## src/rtl/mem_port_arbiter_if.sv

```systemverilog
// rtl/mem_port_arbiter_if.sv - core/memory side signal bundle for mem_port_arbiter
interface mem_port_arbiter_if #(
    parameter int WIDTH      = 32,
    parameter int ADDR_WIDTH = 32
);
    logic                  if_req;
    logic [ADDR_WIDTH-1:0] if_addr;
    logic [WIDTH-1:0]      if_rdata;
    logic                  if_ack;

    logic                  d_req;
    logic                  d_we;
    logic [ADDR_WIDTH-1:0] d_addr;
    logic [WIDTH-1:0]      d_wdata;
    logic [2:0]            d_mode;
    logic [WIDTH-1:0]      d_rdata;
    logic                  d_ack;

    logic                  mem_en;
    logic                  mem_we;
    logic [ADDR_WIDTH-1:0] mem_addr;
    logic [WIDTH-1:0]      mem_wdata;
    logic [2:0]            mem_mode;
    logic [WIDTH-1:0]      mem_rdata;

    logic                  stall_f;
    logic                  stall_m;
    logic                  busy;

    // Environment view: pipeline stages plus the memory array
    modport master (
        output if_req, if_addr, d_req, d_we, d_addr, d_wdata, d_mode, mem_rdata,
        input  if_rdata, if_ack, d_rdata, d_ack,
        input  mem_en, mem_we, mem_addr, mem_wdata, mem_mode,
        input  stall_f, stall_m, busy
    );

    // Arbiter view
    modport slave (
        input  if_req, if_addr, d_req, d_we, d_addr, d_wdata, d_mode, mem_rdata,
        output if_rdata, if_ack, d_rdata, d_ack,
        output mem_en, mem_we, mem_addr, mem_wdata, mem_mode,
        output stall_f, stall_m, busy
    );
endinterface

```

## src/rtl/mem_port_arbiter.sv

```systemverilog
// rtl/mem_port_arbiter.sv - fetch/data arbiter for one single-port memory; optional starvation guard via ARB_STARVE_GUARD_EN
module mem_port_arbiter #(
    parameter int WIDTH        = 32,
    parameter int ADDR_WIDTH   = 32,
    parameter int MEM_LATENCY  = 2,
    parameter int STARVE_LIMIT = 4
) (
    input logic               clk,
    input logic               rst,
    mem_port_arbiter_if.slave bus
);
    localparam int               CNT_W     = (MEM_LATENCY > 1) ? $clog2(MEM_LATENCY) : 1;
    localparam logic [CNT_W-1:0] LAT_LOAD  = CNT_W'(MEM_LATENCY - 1);
    localparam logic [2:0]       MODE_WORD = 3'b010;

    if (MEM_LATENCY < 1 || STARVE_LIMIT < 1) begin : g_bad_params
        $error("mem_port_arbiter: MEM_LATENCY and STARVE_LIMIT must be at least 1");
    end

    typedef enum logic [1:0] {
        S_IDLE  = 2'd0,
        S_ISSUE = 2'd1,
        S_WAIT  = 2'd2,
        S_DONE  = 2'd3
    } state_t;

    state_t state_q, state_n;

    // owner: 1 = data stage, 0 = fetch stage
    logic                  owner_q,     owner_n;
    logic [CNT_W-1:0]      lat_cnt_q,   lat_cnt_n;
    logic                  mem_en_q,    mem_en_n;
    logic                  mem_we_q,    mem_we_n;
    logic [ADDR_WIDTH-1:0] mem_addr_q,  mem_addr_n;
    logic [WIDTH-1:0]      mem_wdata_q, mem_wdata_n;
    logic [2:0]            mem_mode_q,  mem_mode_n;
    logic [WIDTH-1:0]      if_rdata_q,  if_rdata_n;
    logic [WIDTH-1:0]      d_rdata_q,   d_rdata_n;
    logic                  if_ack_q,    if_ack_n;
    logic                  d_ack_q,     d_ack_n;

    logic grant_d;
    logic grant_f;
    logic force_fetch;

`ifdef ARB_STARVE_GUARD_EN
    localparam int STARVE_W = ($clog2(STARVE_LIMIT + 1) > 3) ? $clog2(STARVE_LIMIT + 1) : 3;

    logic [STARVE_W-1:0] starve_cnt_q;

    assign force_fetch = bus.if_req & bus.d_req & (starve_cnt_q == STARVE_W'(STARVE_LIMIT));

    // Count data grants that left fetch waiting; a fetch grant restores its budget
    always_ff @(posedge clk) begin
        if (rst) begin
            starve_cnt_q <= '0;
        end else if (state_q == S_IDLE) begin
            if (grant_f) begin
                starve_cnt_q <= '0;
            end else if (grant_d && bus.if_req) begin
                starve_cnt_q <= starve_cnt_q + STARVE_W'(1);
            end
        end
    end
`else
    assign force_fetch = 1'b0;
`endif

    // Arbitration: data belongs to the older instruction and wins unless fetch is forced
    always_comb begin
        grant_d = bus.d_req & ~force_fetch;
        grant_f = bus.if_req & ~grant_d;
    end

    // State register
    always_ff @(posedge clk) begin
        if (rst) begin
            state_q <= S_IDLE;
        end else begin
            state_q <= state_n;
        end
    end

    // Next-state logic
    always_comb begin
        state_n = state_q;
        unique case (state_q)
            S_IDLE:  if (grant_d || grant_f) state_n = S_ISSUE;
            S_ISSUE: state_n = S_WAIT;
            S_WAIT:  if (lat_cnt_q == '0) state_n = S_DONE;
            S_DONE:  state_n = S_IDLE;
            default: state_n = S_IDLE;
        endcase
    end

    // Output logic: next values of the registered outputs and request latches
    always_comb begin
        owner_n     = owner_q;
        lat_cnt_n   = lat_cnt_q;
        mem_en_n    = 1'b0;
        mem_we_n    = mem_we_q;
        mem_addr_n  = mem_addr_q;
        mem_wdata_n = mem_wdata_q;
        mem_mode_n  = mem_mode_q;
        if_rdata_n  = if_rdata_q;
        d_rdata_n   = d_rdata_q;
        if_ack_n    = 1'b0;
        d_ack_n     = 1'b0;
        unique case (state_q)
            S_IDLE: begin
                if (grant_d) begin
                    owner_n     = 1'b1;
                    mem_en_n    = 1'b1;
                    mem_we_n    = bus.d_we;
                    mem_addr_n  = bus.d_addr;
                    mem_wdata_n = bus.d_wdata;
                    mem_mode_n  = bus.d_mode;
                end else if (grant_f) begin
                    owner_n     = 1'b0;
                    mem_en_n    = 1'b1;
                    mem_we_n    = 1'b0;
                    mem_addr_n  = bus.if_addr;
                    mem_wdata_n = '0;
                    mem_mode_n  = MODE_WORD;
                end
            end
            S_ISSUE: begin
                lat_cnt_n = LAT_LOAD;
            end
            S_WAIT: begin
                if (lat_cnt_q != '0) begin
                    lat_cnt_n = lat_cnt_q - CNT_W'(1);
                end else if (owner_q) begin
                    d_rdata_n = mem_we_q ? '0 : bus.mem_rdata;
                    d_ack_n   = 1'b1;
                end else begin
                    if_rdata_n = bus.mem_rdata;
                    if_ack_n   = 1'b1;
                end
            end
            S_DONE: begin
            end
            default: begin
            end
        endcase
    end

    // Output and latch registers
    always_ff @(posedge clk) begin
        if (rst) begin
            owner_q     <= 1'b0;
            lat_cnt_q   <= '0;
            mem_en_q    <= 1'b0;
            mem_we_q    <= 1'b0;
            mem_addr_q  <= '0;
            mem_wdata_q <= '0;
            mem_mode_q  <= '0;
            if_rdata_q  <= '0;
            d_rdata_q   <= '0;
            if_ack_q    <= 1'b0;
            d_ack_q     <= 1'b0;
        end else begin
            owner_q     <= owner_n;
            lat_cnt_q   <= lat_cnt_n;
            mem_en_q    <= mem_en_n;
            mem_we_q    <= mem_we_n;
            mem_addr_q  <= mem_addr_n;
            mem_wdata_q <= mem_wdata_n;
            mem_mode_q  <= mem_mode_n;
            if_rdata_q  <= if_rdata_n;
            d_rdata_q   <= d_rdata_n;
            if_ack_q    <= if_ack_n;
            d_ack_q     <= d_ack_n;
        end
    end

    assign bus.mem_en    = mem_en_q;
    assign bus.mem_we    = mem_we_q;
    assign bus.mem_addr  = mem_addr_q;
    assign bus.mem_wdata = mem_wdata_q;
    assign bus.mem_mode  = mem_mode_q;
    assign bus.if_rdata  = if_rdata_q;
    assign bus.d_rdata   = d_rdata_q;
    assign bus.if_ack    = if_ack_q;
    assign bus.d_ack     = d_ack_q;

    assign bus.stall_f   = bus.if_req & ~if_ack_q;
    assign bus.stall_m   = bus.d_req & ~d_ack_q;
    assign bus.busy      = (state_q != S_IDLE);
endmodule

```

## src/flat_wrapper.sv

```systemverilog
// flat-port wrapper written by rule: the top's interface ports become plain ports
module mem_port_arbiter_flat 
#(
    parameter int WIDTH        = 32,
    parameter int ADDR_WIDTH   = 32,
    parameter int MEM_LATENCY  = 2,
    parameter int STARVE_LIMIT = 4
)
  (clk, rst, bus_if_req, bus_if_addr, bus_d_req, bus_d_we, bus_d_addr, bus_d_wdata, bus_d_mode, bus_mem_rdata, bus_if_rdata, bus_if_ack, bus_d_rdata, bus_d_ack, bus_mem_en, bus_mem_we, bus_mem_addr, bus_mem_wdata, bus_mem_mode, bus_stall_f, bus_stall_m, bus_busy);
  mem_port_arbiter_if #(.WIDTH(WIDTH), .ADDR_WIDTH(ADDR_WIDTH)) bus_i ();
  input logic clk;
  input logic rst;
  input wire logic [$bits(bus_i.if_req)-1:0] bus_if_req;
  input wire logic [$bits(bus_i.if_addr)-1:0] bus_if_addr;
  input wire logic [$bits(bus_i.d_req)-1:0] bus_d_req;
  input wire logic [$bits(bus_i.d_we)-1:0] bus_d_we;
  input wire logic [$bits(bus_i.d_addr)-1:0] bus_d_addr;
  input wire logic [$bits(bus_i.d_wdata)-1:0] bus_d_wdata;
  input wire logic [$bits(bus_i.d_mode)-1:0] bus_d_mode;
  input wire logic [$bits(bus_i.mem_rdata)-1:0] bus_mem_rdata;
  output wire logic [$bits(bus_i.if_rdata)-1:0] bus_if_rdata;
  output wire logic [$bits(bus_i.if_ack)-1:0] bus_if_ack;
  output wire logic [$bits(bus_i.d_rdata)-1:0] bus_d_rdata;
  output wire logic [$bits(bus_i.d_ack)-1:0] bus_d_ack;
  output wire logic [$bits(bus_i.mem_en)-1:0] bus_mem_en;
  output wire logic [$bits(bus_i.mem_we)-1:0] bus_mem_we;
  output wire logic [$bits(bus_i.mem_addr)-1:0] bus_mem_addr;
  output wire logic [$bits(bus_i.mem_wdata)-1:0] bus_mem_wdata;
  output wire logic [$bits(bus_i.mem_mode)-1:0] bus_mem_mode;
  output wire logic [$bits(bus_i.stall_f)-1:0] bus_stall_f;
  output wire logic [$bits(bus_i.stall_m)-1:0] bus_stall_m;
  output wire logic [$bits(bus_i.busy)-1:0] bus_busy;
  assign bus_i.if_req = bus_if_req;
  assign bus_i.if_addr = bus_if_addr;
  assign bus_i.d_req = bus_d_req;
  assign bus_i.d_we = bus_d_we;
  assign bus_i.d_addr = bus_d_addr;
  assign bus_i.d_wdata = bus_d_wdata;
  assign bus_i.d_mode = bus_d_mode;
  assign bus_i.mem_rdata = bus_mem_rdata;
  assign bus_if_rdata = bus_i.if_rdata;
  assign bus_if_ack = bus_i.if_ack;
  assign bus_d_rdata = bus_i.d_rdata;
  assign bus_d_ack = bus_i.d_ack;
  assign bus_mem_en = bus_i.mem_en;
  assign bus_mem_we = bus_i.mem_we;
  assign bus_mem_addr = bus_i.mem_addr;
  assign bus_mem_wdata = bus_i.mem_wdata;
  assign bus_mem_mode = bus_i.mem_mode;
  assign bus_stall_f = bus_i.stall_f;
  assign bus_stall_m = bus_i.stall_m;
  assign bus_busy = bus_i.busy;
  mem_port_arbiter #(.WIDTH(WIDTH), .ADDR_WIDTH(ADDR_WIDTH), .MEM_LATENCY(MEM_LATENCY), .STARVE_LIMIT(STARVE_LIMIT)) u_core (.clk(clk), .rst(rst), .bus(bus_i));
endmodule
```

## config.mk

```make
export PLATFORM = sky130hd
export DESIGN_NAME = mem_port_arbiter_flat
export DESIGN_NICKNAME = d
export VERILOG_FILES = /design/src/rtl/mem_port_arbiter_if.sv /design/src/rtl/mem_port_arbiter.sv /design/src/flat_wrapper.sv
export SDC_FILE = /design/constraint.sdc
export NUM_CORES = 1
export LEC_CHECK = 0
export ABC_AREA = 1
export BUFFER_PORTS_ARGS = -buffer_cell sky130_fd_sc_hd__buf_2
export CAP_MARGIN = 10
export CORE_UTILIZATION = 36
export CTS_BUF_LIST = sky130_fd_sc_hd__clkbuf_4
export DETAILED_ROUTE_END_ITERATION = 10
export GPL_ROUTABILITY_DRIVEN = 0
export PLACE_DENSITY_LB_ADDON = 0.3
export SLEW_MARGIN = 0
export SYNTH_ARGS = -nofsm -noshare
export SYNTH_HDL_FRONTEND = slang
export SYNTH_SLANG_ARGS = --single-unit
export TNS_END_PERCENT = 1
```

## constraint.sdc

```tcl
create_clock -name clk -period 2.6 [get_ports clk]
set_clock_uncertainty 0.05 [all_clocks]
set_input_delay 0.52 -clock clk [delete_from_list [all_inputs] [get_ports clk]]
set_output_delay 0.52 -clock clk [all_outputs]
set_load 0.03 [all_outputs]
```

[Word level (Yosys, flattened, before mapping)]
Index checks and enable logic that the tools add are counted.
Word-level totals
  register bits: 139
  word-level logic and storage cells: 58
  input port bits: 136
Cells by class
  bitwise gates (word level): 10
  eq/ne operators: 5
  reduce and logical (&&, ||, !) cells: 11
  add/subtract/negate cells: 1
  muxes and demuxes: 19
Operators with widths (count)
  $mux 32: 5
  $mux 1: 8
  $pmux 2 s4: 1
  $not 1->1: 7
  $mux 3: 2
  $reduce_and 3->1: 2
  $reduce_bool 2->1: 3
  $eq 2x2->1 const B: 2
  $mux 2: 2
  $reduce_and 2->1: 2
  $and 1x1->1: 3
  $reduce_or 3->1: 1
  $eq 2x1->1 const B: 1
  $logic_not 2->1: 1
  $ne 2x1->1 const B: 1
  $ne 2x2->1 const B: 1
  $pmux 1 s2: 1
  $reduce_or 2->1: 1
  $logic_or 1x1->1: 1
  $sub 1x1->1 const B: 1

[Longest topological paths before layout]
  word-level depth: 5
  depth in mapped cells: 8
  depth with buffers taken out: 7

[Worst setup path before layout]
Ideal clock, no wire load.
  path type: input-to-output
  start point: in bus_d_req
  end point: out bus_stall_m
  stages on the path: 4
  data arrival time: 1.304 ns
  path slack: 0.726 ns
  buffers on the path: 2
  data required time: 2.030 ns
  cells stage by stage: buf_4 inv_1 buf_2 nor2_1
Between the ends
  word-level cells in the longest chain between the ends: 1
Ends and longest elaborated chain
  from (decl): line flat_wrapper.sv:15  | input wire logic [$bits(bus_i.d_req)-1:0] bus_d_req;
  $and 1x1->1: line mem_port_arbiter.sv:188  | assign bus.stall_m = bus.d_req & ~d_ack_q;
  to (decl): line flat_wrapper.sv:31  | output wire logic [$bits(bus_i.stall_m)-1:0] bus_stall_m;
No other way between the ends.

[Final worst setup path]
  start point: reg u_core.state_q[1]
  end point: reg u_core.mem_wdata_q[2] (netlist: u_core.bus.mem_wdata[2])
Between the ends
  word-level cells in the longest chain between the ends: 2
Ends and longest elaborated chain
  from (decl): line mem_port_arbiter.sv:27  | state_t state_q, state_n;
  from (signal assigned): line mem_port_arbiter.sv:80  | state_q <= state_n;
  $logic_not 2->1: line mem_port_arbiter.sv:109  | unique case (state_q)
  $reduce_and 2->1 (no line)
  to (signal assigned): line mem_port_arbiter.sv:168  | mem_wdata_q <= mem_wdata_n;
  to (decl): line mem_port_arbiter.sv:35  | logic [WIDTH-1:0] mem_wdata_q, mem_wdata_n;
No other way between the ends.
A chain may end at the register's enable or synchronous reset.

==> impl_metrics.yaml <==
cells_and_area:
  fin_nets: 1281
  nFillCells: 1712
  area_delta_synth_final_pct: 31.42
  diodes: 0
  layout-drive-gt1-share_pct: 27.30
  instances_no_fill: 1365
clock_network:
  post_cts_buffers: 0
  clk_latency_ps: 510
  ctsHoldBuffers: 0
  clockRootBuffer: "clkbuf_4"
  clock_sinks: 139
  cts_buffers: 17
  clkTransAtPathRegs_ps: 120
  cts.repair.resized: 0
  cts_max_level: 4
  cts.path.max_buffers: 2
  cts_tree: "done"
run:
  maxCapViolCount: 0
synthesis:
  synth_edf_count: 0
  synthTopCellsByArea: "dfxtp_1 (48%), nand2_1 (24%), nor2_1 (11%), inv_1 (5.0%), a21oi_1 (3.4%)"
  synth.mux.area_fraction_pct: 0
  syn_area_sq_um: 5789
  synthAdderAreaFrac_pct: 0.8645
  synth_xor_area_share_pct: 0
  synth.largest_area_cell: "dfxtp_1"
  ys_warn_count: 0
  ys_seq_elements: 139
  syn_nets: 1027
  synth_compound_gate_area_share_pct: 6.376
  synthMostInstantiatedCell: "nand2_1"
  ys_types: 15
  synthCells: 887
  syn_avg_cell_area_sq_um: 6.527
  ys_seq_area_share_pct: 48.07
  ys_async_sr_fraction_pct: 0
  synthSimpleGateAreaFrac_pct: 35.34
  synth_flop_cell: "dfxtp_1"
  synthDominantCellAreaShare_pct: 48.07
  synth_top_family_by_area: "simple AND/OR/NAND/NOR gates"
  synth_common_cells: "nand2_1 (366), nor2_1 (171), dfxtp_1 (139)"
status:
  status: "finished, final reports clean"
power_and_ir_drop:
  combPwrFrac_pct: 42.5
  peakVddDrop_v: 0.0005951
  p_int_uw: 4318
  p_switching_uw: 3291
  p_leak_uw: 0.004191
  seqPwrFrac_pct: 37.5
  swShare_pct: 43.25
  pwr_density_cell_nw_per_um2: 1000
  clockPowerShare_pct: 20.0
global_routing:
  antenna_found_initial: 0
  grt_max_degree: 71
  grt.total_usage_pct: 19.31
  grt_overflow_total: 0
  grt_pass1_wl_microns: 25110
  grt_pass1_vias: 5166
worst_setup_path:
  ff2ff_setup_slack_ps: 380
  cp_top_family: "buffers and inverters"
  cp_slowest_cell: "clkinv_1"
  cp-end-kind: "flip-flop"
  crit_top_cell: "nand2_1"
  critical_path_required_ps: 2920
  start_kind: "flip-flop"
  rr_worst_depth: 6
  critPathKind: "reg -> reg"
  worst_ep_arrival_time_ps: 2540
  critPathBufInv: 2
  worstPathMaxFanout: 35
  path_cells: "inv_1 -> ha_1 -> nand2_1 -> clkinv_1 -> nand2_1 -> a21oi_1"
  crit_cells: 6
  slowest_delay_ps: 790
sta:
  period_share_pct: 85.21
  setup_viol: 0
  fmax_mhz: 451.4
  tns_ps: 0
  drv_slew: 0
  finalHoldViolCount: 0
  worst_pin_slew_ps: 1005
  relSlewSlack_pct: 32.59
  min_period_ps: 2215
  rsz0062_at_grt: "false"
  setup_ws_ps: 384.7
worst_hold_path:
  min_path_cells: 3
  hp-class: "in -> reg"
floorplan:
  dieArea_sq_um: 16590
  die_h_microns: 128.8
  start_util_pct: 37.53
  core_area_sq_um: 15430
  fp.dieW_microns: 128.8
  rows: 45
  top_level_ports: 274
routing:
  detail_route.vias_per_cell: 4.338
  post_drt_wl_per_cell_microns: 11.87
  dr.pass1.iters: 4
  drt-total-wl_microns: 16210
  drc: 0
  drtIter0Drc: 239
  vias: 5922
  ant_nets: 0
place:
  placed_cells: 1333
  dpl.hpwl_microns: 11370
  numPortBuffers: 273
  place_ws_ps: 439.2
worst reg2reg max path, cell delays in order, from the launching register on:
cell      delay (ps)
dfxtp_1          390
inv_1             80
ha_1             250
nand2_1          140
clkinv_1         790
nand2_1          290
a21oi_1           90
cell type report:
class	instances	area, sq um	area share (%)
multi-input cells	619	2472	32.49
repair buffers	286	1489	19.57
clock buffers	17	127.6	1.677
flip-flops and latches	139	2783	36.57
well taps	211	264.0	3.470
inverters	78	292.8	3.848
clock inverters	15	180.2	2.368
through the flow:
step                cell area, sq um  utilization, %  hold WS [ps]  total power, uW
finish                          7609           49.32         188.6             7610
global route                    7609           49.32         120.9             8184
CTS                             7609           49.32         132.5             7697
detailed placement              7301           47.32         400.4             6157
global placement                7301           47.32         396.2             6121
floorplan                       5789               -         386.4             5273
worst paths after layout:
kind	from	endpoint
worst max-delay path	u_core.state_q[1]	u_core.bus.mem_wdata[2]
worst min register to register	u_core.bus.mem_wdata[17]	u_core.bus.mem_wdata[17]
worst min-delay path	bus_d_wdata[15]	u_core.bus.mem_wdata[15]
worst max register to register	u_core.state_q[1]	u_core.bus.mem_wdata[2]
layer usage:
metal  up-vias  global-route usage (%)  share of wire, %  wire length [microns]
met1      2597                   22.36                43                   7032
li1       3146                       -                 -                      -
met4         0                   4.983              0.66                    107
met2       172                   33.45                48                   7769
met5         -                       0                 0                      0
met3         7                   7.235               8.0                   1297
logic make-up after synthesis:
logic type	count (synthesis)
AO/OA/AOI/OAI	73
adder cells (fa/ha/maj)	4
AND/OR/NAND/NOR	542
flip-flops	139
buffers and inverters	129
sequential cells by signal, indices dropped and copies added (netlist names):
| name | flops |
|---|---|
| u_core.bus.d_ack | 1 |
| u_core.lat_cnt_q | 1 |
| u_core.bus.mem_mode | 3 |
| u_core.bus.if_rdata | 32 |
| u_core.bus.mem_wdata | 32 |
| u_core.bus.if_ack | 1 |
| u_core.owner_q | 1 |
| u_core.state_q | 2 |
| u_core.bus.mem_we | 1 |
| u_core.bus.mem_addr | 32 |
| u_core.bus.mem_en | 1 |
| u_core.bus.d_rdata | 32 |
power groups by stage:
stage	registers (uW)	clock network [uW]	logic, uW
2_1_floorplan	3800	0	1470
3_3_place_gp	2880	0	3240
3_5_place_dp	2910	0	3250
4_1_cts	2860	1580	3260
5_1_grt	2920	1660	3610
6_report	2850	1520	3230
placed cells by master (no fill, tap or decap), types with 2 or more instances in the layout:
master      count
a21oi_1        39
dfxtp_1       139
inv_1          76
buf_4          11
clkbuf_4       17
clkinvlp_4      2
nand2_1       366
buf_12          2
ha_1            4
nor2_1        171
o21ai_0        33
bufinv_16       4
clkinv_4        2
clkinv_1        7
buf_2         273
nand3_1         4
(Power assumes the default switching activity.)
